**src/rtl/bmult_share_arbiter.sv**
```systemverilog
// Round-robin sharing of a single WIDTH x WIDTH multiplier between N_REQ requesters.
// Granted operands are registered onto the multiplier; a tag pipe routes each product back.
module bmult_share_arbiter #(
  parameter int unsigned N_REQ    = 4,
  parameter int unsigned WIDTH    = 32,
  parameter int unsigned MULT_LAT = 1
) (
  input  logic                   clk,
  input  logic                   rst,
  input  logic                   en,
  input  logic [N_REQ-1:0]       req_valid,
  output logic [N_REQ-1:0]       req_ready,
  input  logic [N_REQ*WIDTH-1:0] req_a,
  input  logic [N_REQ*WIDTH-1:0] req_b,
  output logic [N_REQ-1:0]       resp_valid,
  output logic [2*WIDTH-1:0]     resp_p,
  output logic [WIDTH-1:0]       mult_A,
  output logic [WIDTH-1:0]       mult_B,
  input  logic [2*WIDTH-1:0]     mult_P,
  output logic                   idle
);

  localparam int unsigned TW    = (N_REQ > 1) ? $clog2(N_REQ) : 1;
  // Entry 0 travels alongside the operand register; MULT_LAT more entries cover the multiplier.
  localparam int unsigned DEPTH = MULT_LAT + 1;

  logic [TW-1:0]    rr_ptr;
  logic [TW-1:0]    sel;
  logic             found;
  logic             accept;
  logic [DEPTH-1:0] tag_valid;
  logic [TW-1:0]    tag_id [DEPTH];
  int unsigned      pos;

  // First valid requester at or after rr_ptr, wrapping.
  always_comb begin
    found = 1'b0;
    sel   = '0;
    pos   = 0;
    for (int unsigned k = 0; k < N_REQ; k++) begin
      pos = (32'(rr_ptr) + k) % N_REQ;
      if (!found && req_valid[TW'(pos)]) begin
        found = 1'b1;
        sel   = TW'(pos);
      end
    end
  end

  assign accept    = found && en && !rst;
  assign req_ready = accept ? (N_REQ'(1) << sel) : '0;

  always_ff @(posedge clk) begin
    if (rst) begin
      mult_A    <= '0;
      mult_B    <= '0;
      rr_ptr    <= '0;
      tag_valid <= '0;
      for (int unsigned s = 0; s < DEPTH; s++) begin
        tag_id[s] <= '0;
      end
    end else begin
      if (accept) begin
        mult_A <= req_a[32'(sel)*WIDTH +: WIDTH];
        mult_B <= req_b[32'(sel)*WIDTH +: WIDTH];
        rr_ptr <= (sel == TW'(N_REQ - 1)) ? '0 : sel + TW'(1);
      end
      tag_valid[0] <= accept;
      tag_id[0]    <= sel;
      for (int unsigned s = 1; s < DEPTH; s++) begin
        tag_valid[s] <= tag_valid[s-1];
        tag_id[s]    <= tag_id[s-1];
      end
    end
  end

  // The oldest tag owns whatever the multiplier presents this cycle.
  assign resp_valid = tag_valid[DEPTH-1] ? (N_REQ'(1) << tag_id[DEPTH-1]) : '0;
  assign resp_p     = tag_valid[DEPTH-1] ? mult_P : '0;
  assign idle       = ~|req_ready & ~|tag_valid;

endmodule

```
**config.mk**
```make
export PLATFORM = sky130hd
export DESIGN_NAME = bmult_share_arbiter
export DESIGN_NICKNAME = d
export VERILOG_FILES = /design/src/rtl/bmult_share_arbiter.sv
export SDC_FILE = /design/constraint.sdc
export NUM_CORES = 1
export LEC_CHECK = 0
export CAP_MARGIN = 5
export CORE_AREA = 4 4 177 179
export DETAILED_ROUTE_END_ITERATION = 7
export DIE_AREA = 0 0 181 183
export PLACE_DENSITY = 0.51
export SYNTH_ARGS = -nofsm -noshare
export SYNTH_HDL_FRONTEND = slang
export SYNTH_SLANG_ARGS = --single-unit
```
**constraint.sdc**
```tcl
create_clock -name clk -period 6.6 [get_ports clk]
set_input_delay 0.99 -clock clk [delete_from_list [all_inputs] [get_ports clk]]
set_output_delay 0.99 -clock clk [all_outputs]
set_load 0.02 [all_outputs]
```
==> results of run 1 <==
[state kept, by name, indices dropped and copies added (netlist names)]
register,cells
mult_A,32
tag_id,4
mult_B,32
rr_ptr,2
tag_valid,2
[Yosys cell counts (all sizes together), types with 3 or more instances]
| cell type | count |
|---|---|
| nor2b | 8 |
| clkbuf | 34 |
| buf | 28 |
| and2 | 65 |
| nand3 | 64 |
| nor2 | 11 |
| nand2 | 68 |
| o21ai | 65 |
| a211oi | 3 |
| a21o | 64 |
| mux2i | 64 |
| dfxtp | 72 |
| o211ai | 64 |
[how the worst max path moves through the flow]
stage	startpoint	endpoint	slack [ns]	cells after the start
global route	req_valid[1]	idle	1.51	9
detailed placement	req_valid[1]	idle	1.66	9
finish	req_valid[1]	idle	1.69	9
CTS	req_valid[1]	idle	1.65	9
global placement	req_valid[1]	idle	1.71	9
floorplan	req_valid[2]	idle	2.82	9
[stage by stage]
step                cell area, µm²  hold WS [ns]
floorplan                     4930         0.414
global placement              9850         0.420
detailed placement            9850         0.429
CTS                          10200         0.450
global route                 10200         0.458
finish                       10200         0.440
[critical path, stage by stage]
cell,delay (ns)
clkdlybuf4s50_1,0.64
nor2b_1,0.16
a211o_2,0.33
nand2_1,0.17
inv_4,0.21
ha_1,0.28
o31a_1,0.30
nor3_1,0.17
clkdlybuf4s50_1,0.68
[layout make-up]
type | instances | area, µm² | area share
multi-input cells | 490 | 3220 | 0.315
inverters | 1 | 6.26 | 0.000613
clock buffers | 10 | 239 | 0.0234
clock inverters | 6 | 115 | 0.0113
flip-flops and latches | 72 | 1440 | 0.141
repair buffers | 471 | 4690 | 0.460
well taps | 390 | 488 | 0.0478
[layout by cell type (no fill, tap or decap), drive strengths merged, types with 2 or more instances in the layout]
cell / Yosys / final
nand3: 64 / 64
nand2: 68 / 68
clkbuf: 34 / 10
a21o: 64 / 64
nor2b: 8 / 8
buf: 28 / 8
a211oi: 3 / 3
dfxtp: 72 / 72
inv: 1 / 2
and2: 65 / 65
bufinv: 0 / 3
clkdlybuf4s50: 0 / 463
nor2: 11 / 11
o211ai: 64 / 64
o21ai: 65 / 65
mux2i: 64 / 64
[cell families (layout without fill, tap and decap cells)]
kind of cell | Yosys count | after routing
buffers and inverters | 63 | 488
adders and majority gates | 1 | 1
AOI/OAI and AO/OA | 204 | 204
muxes | 64 | 64
DFF | 72 | 72
and+or+nand+nor | 221 | 221
[routing by layer]
| layer | part of all wire | GRT usage |
|---|---|---|
| met4 | 0.015 | 0.0345 |
| met2 | 0.52 | 0.302 |
| met1 | 0.39 | 0.186 |
| met3 | 0.077 | 0.0496 |
| met5 | 0 | 0 |
[where the power goes]
group	internal, mW	switching, mW
Combinational	0.378	0.333
Sequential	0.488	0.0321
Clock	0.383	0.223
Total	1.25	0.588
==> results by stage, run 1 <==
Run status:
- The run finished with clean final reports.

Routing:
- The mean number of vias per cell is between 4 and 5.
- After the first detailed-routing iteration, the DRC count stood at between 200 and 250.
- Dividing the detail-routed wire length by the instance count gives between 20 and 25 µm.
- In this run the remaining antenna-violating nets after routing total 0.
- The count of TritonRoute iterations in the first routing pass is 4.
- The DRC violation count after routing is 0.
- Summing over every cut layer, the via total after detailed routing is 6353.
- The final layout contains routed wiring with a total length of 29100 µm.

Worst hold path:
- The type of the most critical hold path is flop to flop.
- Counting instances, the worst hold path has a depth of 1.
- The startpoint of the lowest-slack hold path is tag_id[0][1].
- For hold timing, the worst endpoint is tag_id[0][3].

Clock network:
- Clock tree synthesis selected as its root buffer the cell clkbuf_16.
- The total clock buffers created by CTS is 9.
- The clock transition at the registers of the reported paths is 0.06 ns.
- The number of post-CTS setup repair buffers is 0.
- The number of sinks handled by clock tree synthesis is 72.
- Buffers inserted to repair hold after CTS numbered 0.
- The clock tree from TritonCTS is done.
- For the worst-skew pair, the clock arrives at the later sink with an insertion delay of ~0.35 ns.
- The clock tree synthesis step divided the H-tree into 3 levels.
- The number of cells upsized or downsized after cts is 0.
- The maximum count of clock buffers along a single path is 2.

Setup path:
- The sort of element at the start of the critical path is an input port.
- The setup slack on the worst flop-to-flop path is about 3.9 ns.
- The worst endpoint required time is approximately 5.6 ns.
- The startpoint identified for the worst register-to-register timing path is rr_ptr[0].
- The highest net fanout along the worst path is 31.
- The startpoint-to-endpoint class of the critical path is input port to primary output.
- The endpoint identified for the worst register-to-register timing path is mult_B[23].
- The type of element capturing the critical path is a primary output.
- The data arrival time of the critical path is slightly below 4 ns.
- The worst-case reg-to-reg path depth is 7.

Logic synthesis:
- Of all flip-flops after synthesis, the portion carrying an async set or reset was 0.
- The adder and majority cell fraction of the synthesized area is 0.00254.
- The simple-gate area share of the yosys netlist is 0.227.
- The count of warnings emitted by yosys is 0.
- The average instance in the mapped netlist occupies 7.88 µm².
- The share of the synthesized area in the top cell type is 0.293.
- The total standard cell area after synthesis is between 4000 and 5000 µm².
- The xor/xnor share of the synthesized area is 0.
- Among all flip-flop cells after synthesis, the most frequent one is dfxtp_1.
- The net count after synthesis is between 900 and 1000.
- The number of different library cells in the post-synthesis netlist is 37.
- The number of synthesized flops with an enable pin is 0.
- After synthesis the netlist holds a flip-flop and latch count of a little over 70.
- The largest total area in the synthesized netlist belongs to dfxtp_1.
- The post-synthesis compound-gate area fraction is 0.285.
- The cell count after synthesis came out at between 600 and 700.
- In the post-synthesis netlist, the biggest area contributors are dfxtp_1 (29%), mux2i_1 (13%), a21o_1 (9.8%), o211ai_1 (9.8%), and2_1 (8.3%).
- The mux cell area share after synthesis is 0.130.
- The share of the Yosys chip area taken by registers is 0.293.
- After synthesis, the largest family of logic cells by area is compound AO/OA/AOI/OAI gates.

Die:
- The full die area is around 33000 µm².
- After floorplanning, the core was sized to cover ~30000 µm².
- The initial utilization of the core area, before any placement, comes to 0.167.
- The vertical die dimension is about 180 µm.
- The I/O pin count is about 460.
- The floorplan step set the die width to about 180 µm.
- After floorplanning, the core was divided into 63 placement rows.

Placed design:
- The count of buffers added on input and output ports is between 400 and 500.
- The HPWL after detailed placement is between 20000 and 25000 µm.
- At the end of routability-driven placement, the weighted congestion stood at roughly 0.78.
- The total placed cells including tap cells is around 1400.
- Before CTS, the worst setup slack after placement is about 1.7 ns.

STA:
- The worst clock skew is around 0.012 ns.
- The number of hold violations in the final report is 0.
- The max-slew violation count is 0.
- Adding up every negative setup slack in the final design gives 0 ns.
- The actual slew at the worst max-slew pin is 0.907 ns.
- Subtracting the final worst setup slack from the clock period gives about 5 ns.
- Static timing analysis puts the maximum clock frequency at 204 MHz.
- The headroom to the max-slew limit is 0.395.
- Setup violations remaining at the end of the flow were counted as 0.
- The final critical-path setup slack is roughly 1.7 ns.
- Setup repair after global routing left no endpoint under its margin.
- In the finished design, the share of the clock period the worst path needs comes to 0.744.

Finish:
- The filler cells instantiated in the layout total between 3000 and 4000.
- The finished layout holds 1440 standard cells, fillers aside.
- The number of nets in the layout is ~1400.
- The area growth from synthesis to layout is 107%.
- The repair_antennas step left the layout with diodes totalling 0.
- Once layout is complete, the utilization of the core stands at 0.345.
- The share of cells above drive strength 1 is 0.0343.

Global routing:
- The first global-routing pass estimated 41400 µm of wire.
- The total global routing overflow is 0.
- The initial antenna violation count is 0.
- For this run, the total global-route usage over all layers was measured as 0.163.
- The via count of the first global-routing pass is ~6400.
- Entering global routing, the biggest net connects 70 pins.

Power:
- After layout, the design draws a total of around 1.8 mW.
- VDD sags by at most 0.0865 mV.
- The cell area power density is ~180 nW/µm².
- The static leakage is about 3.6 nW.

Job:
- Max-cap violations in this run came to 0.
No activity file was read; power rests on OpenSTA's default activity.
==> run 2, diff against run 1 <==
--- a/config.mk
+++ b/config.mk
@@ -6,10 +6,10 @@
 export NUM_CORES = 1
 export LEC_CHECK = 0
 export CAP_MARGIN = 5
-export CORE_AREA = 4 4 177 179
+export CORE_AREA = 4 4 180 182
 export DETAILED_ROUTE_END_ITERATION = 7
-export DIE_AREA = 0 0 181 183
-export PLACE_DENSITY = 0.51
+export DIE_AREA = 0 0 184 186
+export PLACE_DENSITY = 0.5
 export SYNTH_ARGS = -nofsm -noshare
 export SYNTH_HDL_FRONTEND = slang
 export SYNTH_SLANG_ARGS = --single-unit
==> constraint.sdc (replaced) <==
create_clock -name clk -period 5.05 [get_ports clk]
set_input_delay 0.7575 -clock clk [delete_from_list [all_inputs] [get_ports clk]]
set_output_delay 0.7575 -clock clk [all_outputs]
set_load 0.02 [all_outputs]
==> results by stage, run 2 (same netlist as run 1, synthesis figures left out) <==
Run status:
- The run finished with clean final reports.

Finish:
- The footprint of the multi-input gates is 3220 µm² (unchanged).
- The largest registers in the layout are mult_A: 32 flops, mult_B: 32 flops, tag_id: 4 flops.
- In the layout the commonest cells are clkdlybuf4s50_1 (463), dfxtp_1 (71), nand2_1 (67).
- The growth of design area from synthesis to finish is 107%.
- The total of fill cells in the finished design is 3206 (+3.4%).
- The number of antenna diodes is 0 (unchanged).
- The share of cells above drive strength 1 was 0.0361 (+0.00180).
- Leaving out fill and tap cells, the most frequent cell in the layout is clkdlybuf4s50_1.
- The non-filler instance count after layout was 1449 (+0.63%).
- The number of nets in the layout is 1376 (+0.22%).
- The area used by sequential logic in the layout came to 1440 µm² (unchanged).

STA:
- The max-slew violation count is 0 (unchanged).
- The number of failing setup endpoints in the final timing report came to 0 (unchanged).
- The number of hold violations in the final report is 0 (unchanged).
- The worst clock skew is 0.00728 ns (-0.00478 ns).
- The actual slew at the worst max-slew pin is 0.932 ns (+0.0249 ns).
- The total negative setup slack is 0 ns (unchanged).
- The headroom to the max-slew limit is 0.378 (-0.0166).
- The worst hold slack after final layout is 0.443 ns (+0.00271 ns).
- Setup repair after global routing left no endpoint under its margin.
- The minimum clock period after layout is roughly 4.2 ns.
- The share of the cycle needed by the critical path after routing is 0.829.
- Static timing analysis puts the maximum clock frequency at between 200 and 250 MHz.

Routing:
- The routed wirelength normalized by instance count is 19.6 µm (-2.7%).
- The DRC violation count after routing is 0 (unchanged).
- The length of routed met2 wiring is 14400 µm (-3.5%).
- The mean number of vias per cell was 4.39 (-0.56%).
- The met1 layer wirelength in the final routing was 11100 µm (-3.2%).
- The count of vias placed by the detailed router came to 6357 (+0.063%).
- The number of nets with antenna violations after routing came to 0 (unchanged).
- The wire length on met3 is 2540 µm (+13%).
- The total wire length after detailed routing is 28500 µm (-2.1%).
- Routed signal wires occupy layers up through met4.
- The count of TritonRoute iterations in the first routing pass was 4 (unchanged).
- The violation count after the first detailed-route iteration is 266 (+32%).

Clock network:
- The number of sinks handled by clock tree synthesis came to 72 (unchanged).
- The total clock buffers created by CTS is 9 (unchanged).
- The clock latency on the worst-skew pair is 0.35 ns (about the same).
- The maximum count of clock buffers along a single path is 2 (unchanged).
- The hold-fix buffer count after cts is 0 (unchanged).
- The clock tree from TritonCTS is done.
- The clock root buffer is clkbuf_16.
- The number of post-CTS setup repair buffers was 0 (unchanged).
- The number of cells upsized or downsized after cts came to 0 (unchanged).
- The count of H-tree levels built during CTS is 3 (unchanged).
- The clock transition at the registers of the reported paths is 0.06 ns (about the same).

Die:
- The floorplan die width is 184 µm (+1.7%).
- The full die area is 34200 µm² (+3.3%).
- The I/O pin count is 464 (unchanged).
- The vertical die dimension is 186 µm (+1.6%).
- The total number of placement rows is 64 (+1.6%).
- The core region area is 30600 µm² (+3.5%).
- The effective utilization at floorplan was 0.161 (-0.00561).

Placed design:
- The number of I/O port buffers was 463 (unchanged).
- The final RePlAce weighted congestion came to 0.798 (+1.7%).
- The HPWL after detailed placement is 21100 µm (-2.5%).
- The total placed cells including tap cells was 1433 (+0.63%).

Setup path:
- The cell that appears most often on the critical path is clkdlybuf4s50_1.
- The highest net fanout along the worst path is 6 (-81%).
- STA classifies the critical path endpoint as a primary output.
- The data arrival time of the critical path is 3.43 ns (-0.49 ns).
- The critical path is of the input port to primary output type.
- Among all stages on the critical path, the largest delay is contributed by clkdlybuf4s50_1.
- Traced cell by cell, the critical path runs through clkdlybuf4s50_1 -> nor2b_1 -> a211o_2 -> nand2_1 -> inv_4 -> ha_1 -> o31a_1 -> nor3_1 -> clkdlybuf4s50_1.
- The biggest cell delay along the critical path is 0.68 ns (about the same).
- The worst endpoint required time is 4.29 ns (-1.32 ns).
- The sort of element at the start of the critical path is an input port.

Power:
- The switching share of total power is 0.329 (+0.00888).
- The cell area power density is 229 nW/µm² (+27%).
- The total chip power came to 2.34 mW (+27%).
- The internal power is 1.57 mW (+26%).
- The worst supply voltage drop on vdd is 0.139 mV (+61%).
- The static leakage is 3.64 nW (about the same).
- The net switching component of the power is 768 µW (+31%).
- The share of power burned in registers is 0.291 (+0.008).
- The proportion of power drawn by the clock network is 0.311 (-0.019).
- The combinational fraction of design power came to 0.398 (+0.011).

Global routing:
- The total global routing overflow is 0 (unchanged).
- The initial antenna violation count is 0 (unchanged).
- The via count of the first global-routing pass was 6388 (+0.016%).
- The first-pass GRT wire length is 40100 µm (-3.2%).
- The aggregate global-route resource usage was 0.153 (-0.0103).
- The largest net degree at the start of global routing came to 70 (unchanged).

Job:
- The count of maximum capacitance violations is 0 (unchanged).

Worst hold path:
- The path class of the tightest hold or removal check is flop to flop.
-- run 2: changes by cell type in the layout (fill, tap and decap cells not counted) --
| cell | previous run | this run |
|---|---|---|
| bufinv_16 | 3 | 2 |
| clkbuf_8 | 1 | 0 |
| inv_6 | 1 | 0 |
| clkinvlp_4 | 1 | 0 |
| buf_4 | 8 | 11 |
| clkbuf_1 | 0 | 1 |
| clkinv_2 | 0 | 3 |
-- run 2: path summary, 6_finish.rpt --
path,depth (start not counted),startpoint,slack (ns),to
setup reg to reg,6,rr_ptr[0],2.75,mult_B[8]
hold reg to reg,1,tag_id[0][0],0.44,tag_id[0][2]
hold / removal,1,tag_id[0][0],0.44,tag_id[0][2]
setup / recovery,9,req_valid[1],0.86,idle
-- run 2: power groups by stage --
stage / clock network (mW) / logic (mW) / registers, mW
after floorplan: 0 / 0.340 / 0.763
after CTS: 0.760 / 0.948 / 0.680
final: 0.726 / 0.930 / 0.680
after global placement: 0 / 0.944 / 0.690
after detailed placement: 0 / 0.943 / 0.692
after global routing: 0.769 / 0.997 / 0.690
-- run 2: per-stage QoR --
step / instance area (µm²) / utilization / setup WS [ns]
6_report: 10200 / 0.333 / 0.865
5_1_grt: 10200 / 0.333 / 0.696
4_1_cts: 10200 / 0.333 / 0.854
3_5_place_dp: 9880 / 0.323 / 0.859
3_3_place_gp: 9880 / 0.323 / 0.890
2_1_floorplan: 4930 / - / 1.73
-- run 2: area by class of cell --
type | instances | area share
inverters | 1 | 0.000614
repair buffers | 474 | 0.463
flip-flops and latches | 72 | 0.142
well taps | 396 | 0.0486
clock buffers | 10 | 0.0225
clock inverters | 6 | 0.00823
multi-input cells | 490 | 0.316
-- run 2: worst max-delay path, delay by kind of cell --
family                   cells  cell delay (ns)
buffers and inverters        3             1.37
adder cells (fa/ha/maj)      1             0.19
AND/OR/NAND/NOR              3             0.50
AO/OA/AOI/OAI                2             0.62
-- run 2: layer usage --
metal / global-route usage / vias to the layer above
met1: 0.176 / 2961
met5: 0 / -
li1: - / 3087
met4: 0.0346 / 0
met2: 0.278 / 289
met3: 0.0461 / 20
==> run 3, diff against run 2 <==
--- a/config.mk
+++ b/config.mk
@@ -6,10 +6,10 @@
 export NUM_CORES = 1
 export LEC_CHECK = 0
 export CAP_MARGIN = 5
-export CORE_AREA = 4 4 180 182
+export CORE_AREA = 4 4 179 181
 export DETAILED_ROUTE_END_ITERATION = 7
-export DIE_AREA = 0 0 184 186
-export PLACE_DENSITY = 0.5
+export DIE_AREA = 0 0 183 185
+export PLACE_DENSITY = 0.52
 export SYNTH_ARGS = -nofsm -noshare
 export SYNTH_HDL_FRONTEND = slang
 export SYNTH_SLANG_ARGS = --single-unit
==> constraint.sdc (replaced) <==
create_clock -name clk -period 3.4 [get_ports clk]
set_input_delay 0.51 -clock clk [delete_from_list [all_inputs] [get_ports clk]]
set_output_delay 0.51 -clock clk [all_outputs]
set_load 0.02 [all_outputs]
==> results by stage, run 3 (same netlist as run 1, synthesis figures left out) <==
Finish:
- In the final layout, the registers with the most flip-flops are mult_A: 32 flops, mult_B: 32 flops, tag_id: 4 flops.
- The share of cells above drive strength 1 came to 0.0470 (+0.0109).
- The number of nets in the layout is 1386 (+0.73%).
- Compared with the post-synthesis result, the final layout area differs by 109%.
- The commonest non-fill, non-tap cell in the layout is clkdlybuf4s50_1.
- The library cells used most frequently in the layout, excluding fill and tap cells, are clkdlybuf4s50_1 (461), dfxtp_1 (71), nand2_1 (67).
- The number of antenna diodes came to 0 (unchanged).

Clock network:
- The total clock buffers created by CTS is 9 (unchanged).
- The number of sinks handled by clock tree synthesis came to 72 (unchanged).
- The number of post-CTS setup repair buffers is 0 (unchanged).
- The clock latency on the worst-skew pair is 0.34 ns (about the same).
- The clock root buffer is clkbuf_16.
- The count of H-tree levels built during CTS came to 3 (unchanged).
- The number of cells upsized or downsized after cts is 0 (unchanged).
- The hold-fix buffer count after cts came to 0 (unchanged).
- The maximum count of clock buffers along a single path is 2 (unchanged).
- The clock transition at the registers of the reported paths is 0.06 ns (about the same).
- TritonCTS built the clock tree.

Die:
- The vertical die dimension came to 185 µm (-0.54%).
- The full die area was 33900 µm² (-1.1%).
- The effective utilization at floorplan is 0.162 (+0.000848).
- The floorplan die width is 183 µm (-0.54%).
- The total number of placement rows is 64 (unchanged).
- The I/O pin count is 464 (unchanged).
- The core region area came to 30400 µm² (-0.52%).

Power:
- The internal power is 2.43 mW (+55%).
- The total chip power is 3.55 mW (+52%).
- The switching share of total power is 0.314 (-0.0148).
- The cell area power density came to 345 nW/µm² (+50%).
- The share of power burned in registers is 0.284 (-0.007).
- The worst supply voltage drop on vdd is 0.202 mV (+45%).
- The net switching component of the power is 1.11 mW (+45%).
- The static leakage is 3.70 nW (+1.8%).
- The proportion of power drawn by the clock network is 0.321 (+0.010).
- The combinational fraction of design power is 0.395 (-0.003).

Routing:
- The mean number of vias per cell came to 4.42 (+0.64%).
- The violation count after the first detailed-route iteration is 251 (-5.6%).
- The DRC violation count after routing is 0 (unchanged).
- The routed wirelength normalized by instance count is 20.1 µm (+2.4%).
- The count of TritonRoute iterations in the first routing pass is 4 (unchanged).
- The number of nets with antenna violations after routing is 0 (unchanged).
- The count of vias placed by the detailed router is 6442 (+1.3%).
- The total wire length after detailed routing is 29300 µm (+3.1%).

Worst hold path:
- In this run the worst hold path is classified as flop to flop.

Placed design:
- The HPWL after detailed placement is 22600 µm (+7.0%).
- The number of I/O port buffers came to 463 (unchanged).
- The final RePlAce weighted congestion is 0.811 (+1.6%).

Setup path:
- The type of element capturing the critical path is a primary output.
- The sort of element at the start of the critical path is an input port.
- The highest net fanout along the worst path is 3 (-3).
- The data arrival time of the critical path came to 2.77 ns (-0.66 ns).
- The worst setup path is of the input port to primary output kind.
- The setup slack on the worst flop-to-flop path is 1.11 ns (-1.64 ns).
- The worst endpoint required time is 2.89 ns (-1.40 ns).

Global routing:
- The initial antenna violation count is 1 (+1).
- The first-pass GRT wire length came to 41800 µm (+4.4%).
- The via count of the first global-routing pass is 6673 (+4.5%).
- The aggregate global-route resource usage came to 0.161 (+0.00817).
- The total global routing overflow is 0 (unchanged).
- The largest net degree at the start of global routing was 65 (-7.1%).

Job:
- The count of maximum capacitance violations is 0 (unchanged).

STA:
- Of the available clock period, the critical path in the final layout requires 0.964.
- Setup repair after global routing left no endpoint under its margin.
- The number of hold violations in the final report is 0 (unchanged).
- The number of failing setup endpoints in the final timing report is 0 (unchanged).
- The actual slew at the worst max-slew pin came to 0.870 ns (-0.0622 ns).
- After layout, the minimum clock period comes to roughly 3.3 ns.
- The worst clock skew was 0.0141 ns (+0.00680 ns).
- The max-slew violation count is 0 (unchanged).
- Derived from the worst setup path, the maximum achievable clock frequency is 305 MHz.
- The total negative setup slack is 0 ns (unchanged).
- The headroom to the max-slew limit is 0.420 (+0.0414).

Run status:
- The flow ran to the end, and the final reports show no timing, DRC or antenna violations.
==> run 3: cell count changes in the layout (fill, tap and decap cells not counted) <==
cell | previous run | this run
bufinv_16 | 2 | 3
clkdlybuf4s50_1 | 463 | 461
buf_4 | 11 | 23
clkbuf_8 | 0 | 1
clkinv_2 | 3 | 1
==> run 3: worst paths after layout <==
path,start,to,cells past startpoint
min,tag_id[0][0],tag_id[0][2],1
max reg2reg,rr_ptr[0],mult_A[9],6
max,req_valid[2],req_ready[0],7
min reg2reg,tag_id[0][0],tag_id[0][2],1
==> run 3: power groups by stage <==
| stage | sequential (mW) | clock [mW] | combinational [mW] |
|---|---|---|---|
| 4_1_cts | 1.01 | 1.19 | 1.43 |
| 2_1_floorplan | 1.13 | 0 | 0.505 |
| 5_1_grt | 1.02 | 1.22 | 1.50 |
| 6_report | 1.01 | 1.14 | 1.40 |
| 3_5_place_dp | 1.02 | 0 | 1.42 |
| 3_3_place_gp | 1.02 | 0 | 1.42 |
==> run 3: final cells by class <==
type                            instances  area (µm²)
Inverter                                1        6.26
Multi-Input combinational cell        490        3220
Timing Repair Buffer                  484        4790
Clock inverter                          5         104
Fill cell                            3210       20100
Sequential cell                        72        1440
Tap cell                              396         495
Clock buffer                           11         243
==> run 3: layer usage <==
metal	vias up	wire length, µm	GRT usage	share of wire
li1	3106	-	-	-
met1	3015	11300	0.182	0.38
met2	296	15100	0.296	0.51
met3	23	2360	0.0471	0.081
met4	2	600	0.0408	0.020
met5	-	12	0	0.00041
==> run 3: through the flow <==
stage / utilization / setup WS [ns] / cells / area [µm²] / hold WS [ns]
final: 0.338 / 0.122 / 1459 / 10300 / 0.442
after global routing: 0.338 / 0.0293 / 1459 / 10300 / 0.467
after CTS: 0.338 / 0.104 / 1459 / 10300 / 0.448
after detailed placement: 0.327 / 0.101 / 1443 / 9950 / 0.427
after global placement: 0.327 / 0.173 / 1443 / 9950 / 0.446
after floorplan: - / 0.577 / 625 / 4930 / 0.414
==> run 3: critical path: stages <==
cell and delay (ns):
clkdlybuf4s50_1 0.50, nor2b_1 0.32, o21ai_1 0.20, o211a_1 0.23, nand2b_2 0.19, nor2_1 0.17
clkdlybuf4s50_1 0.65
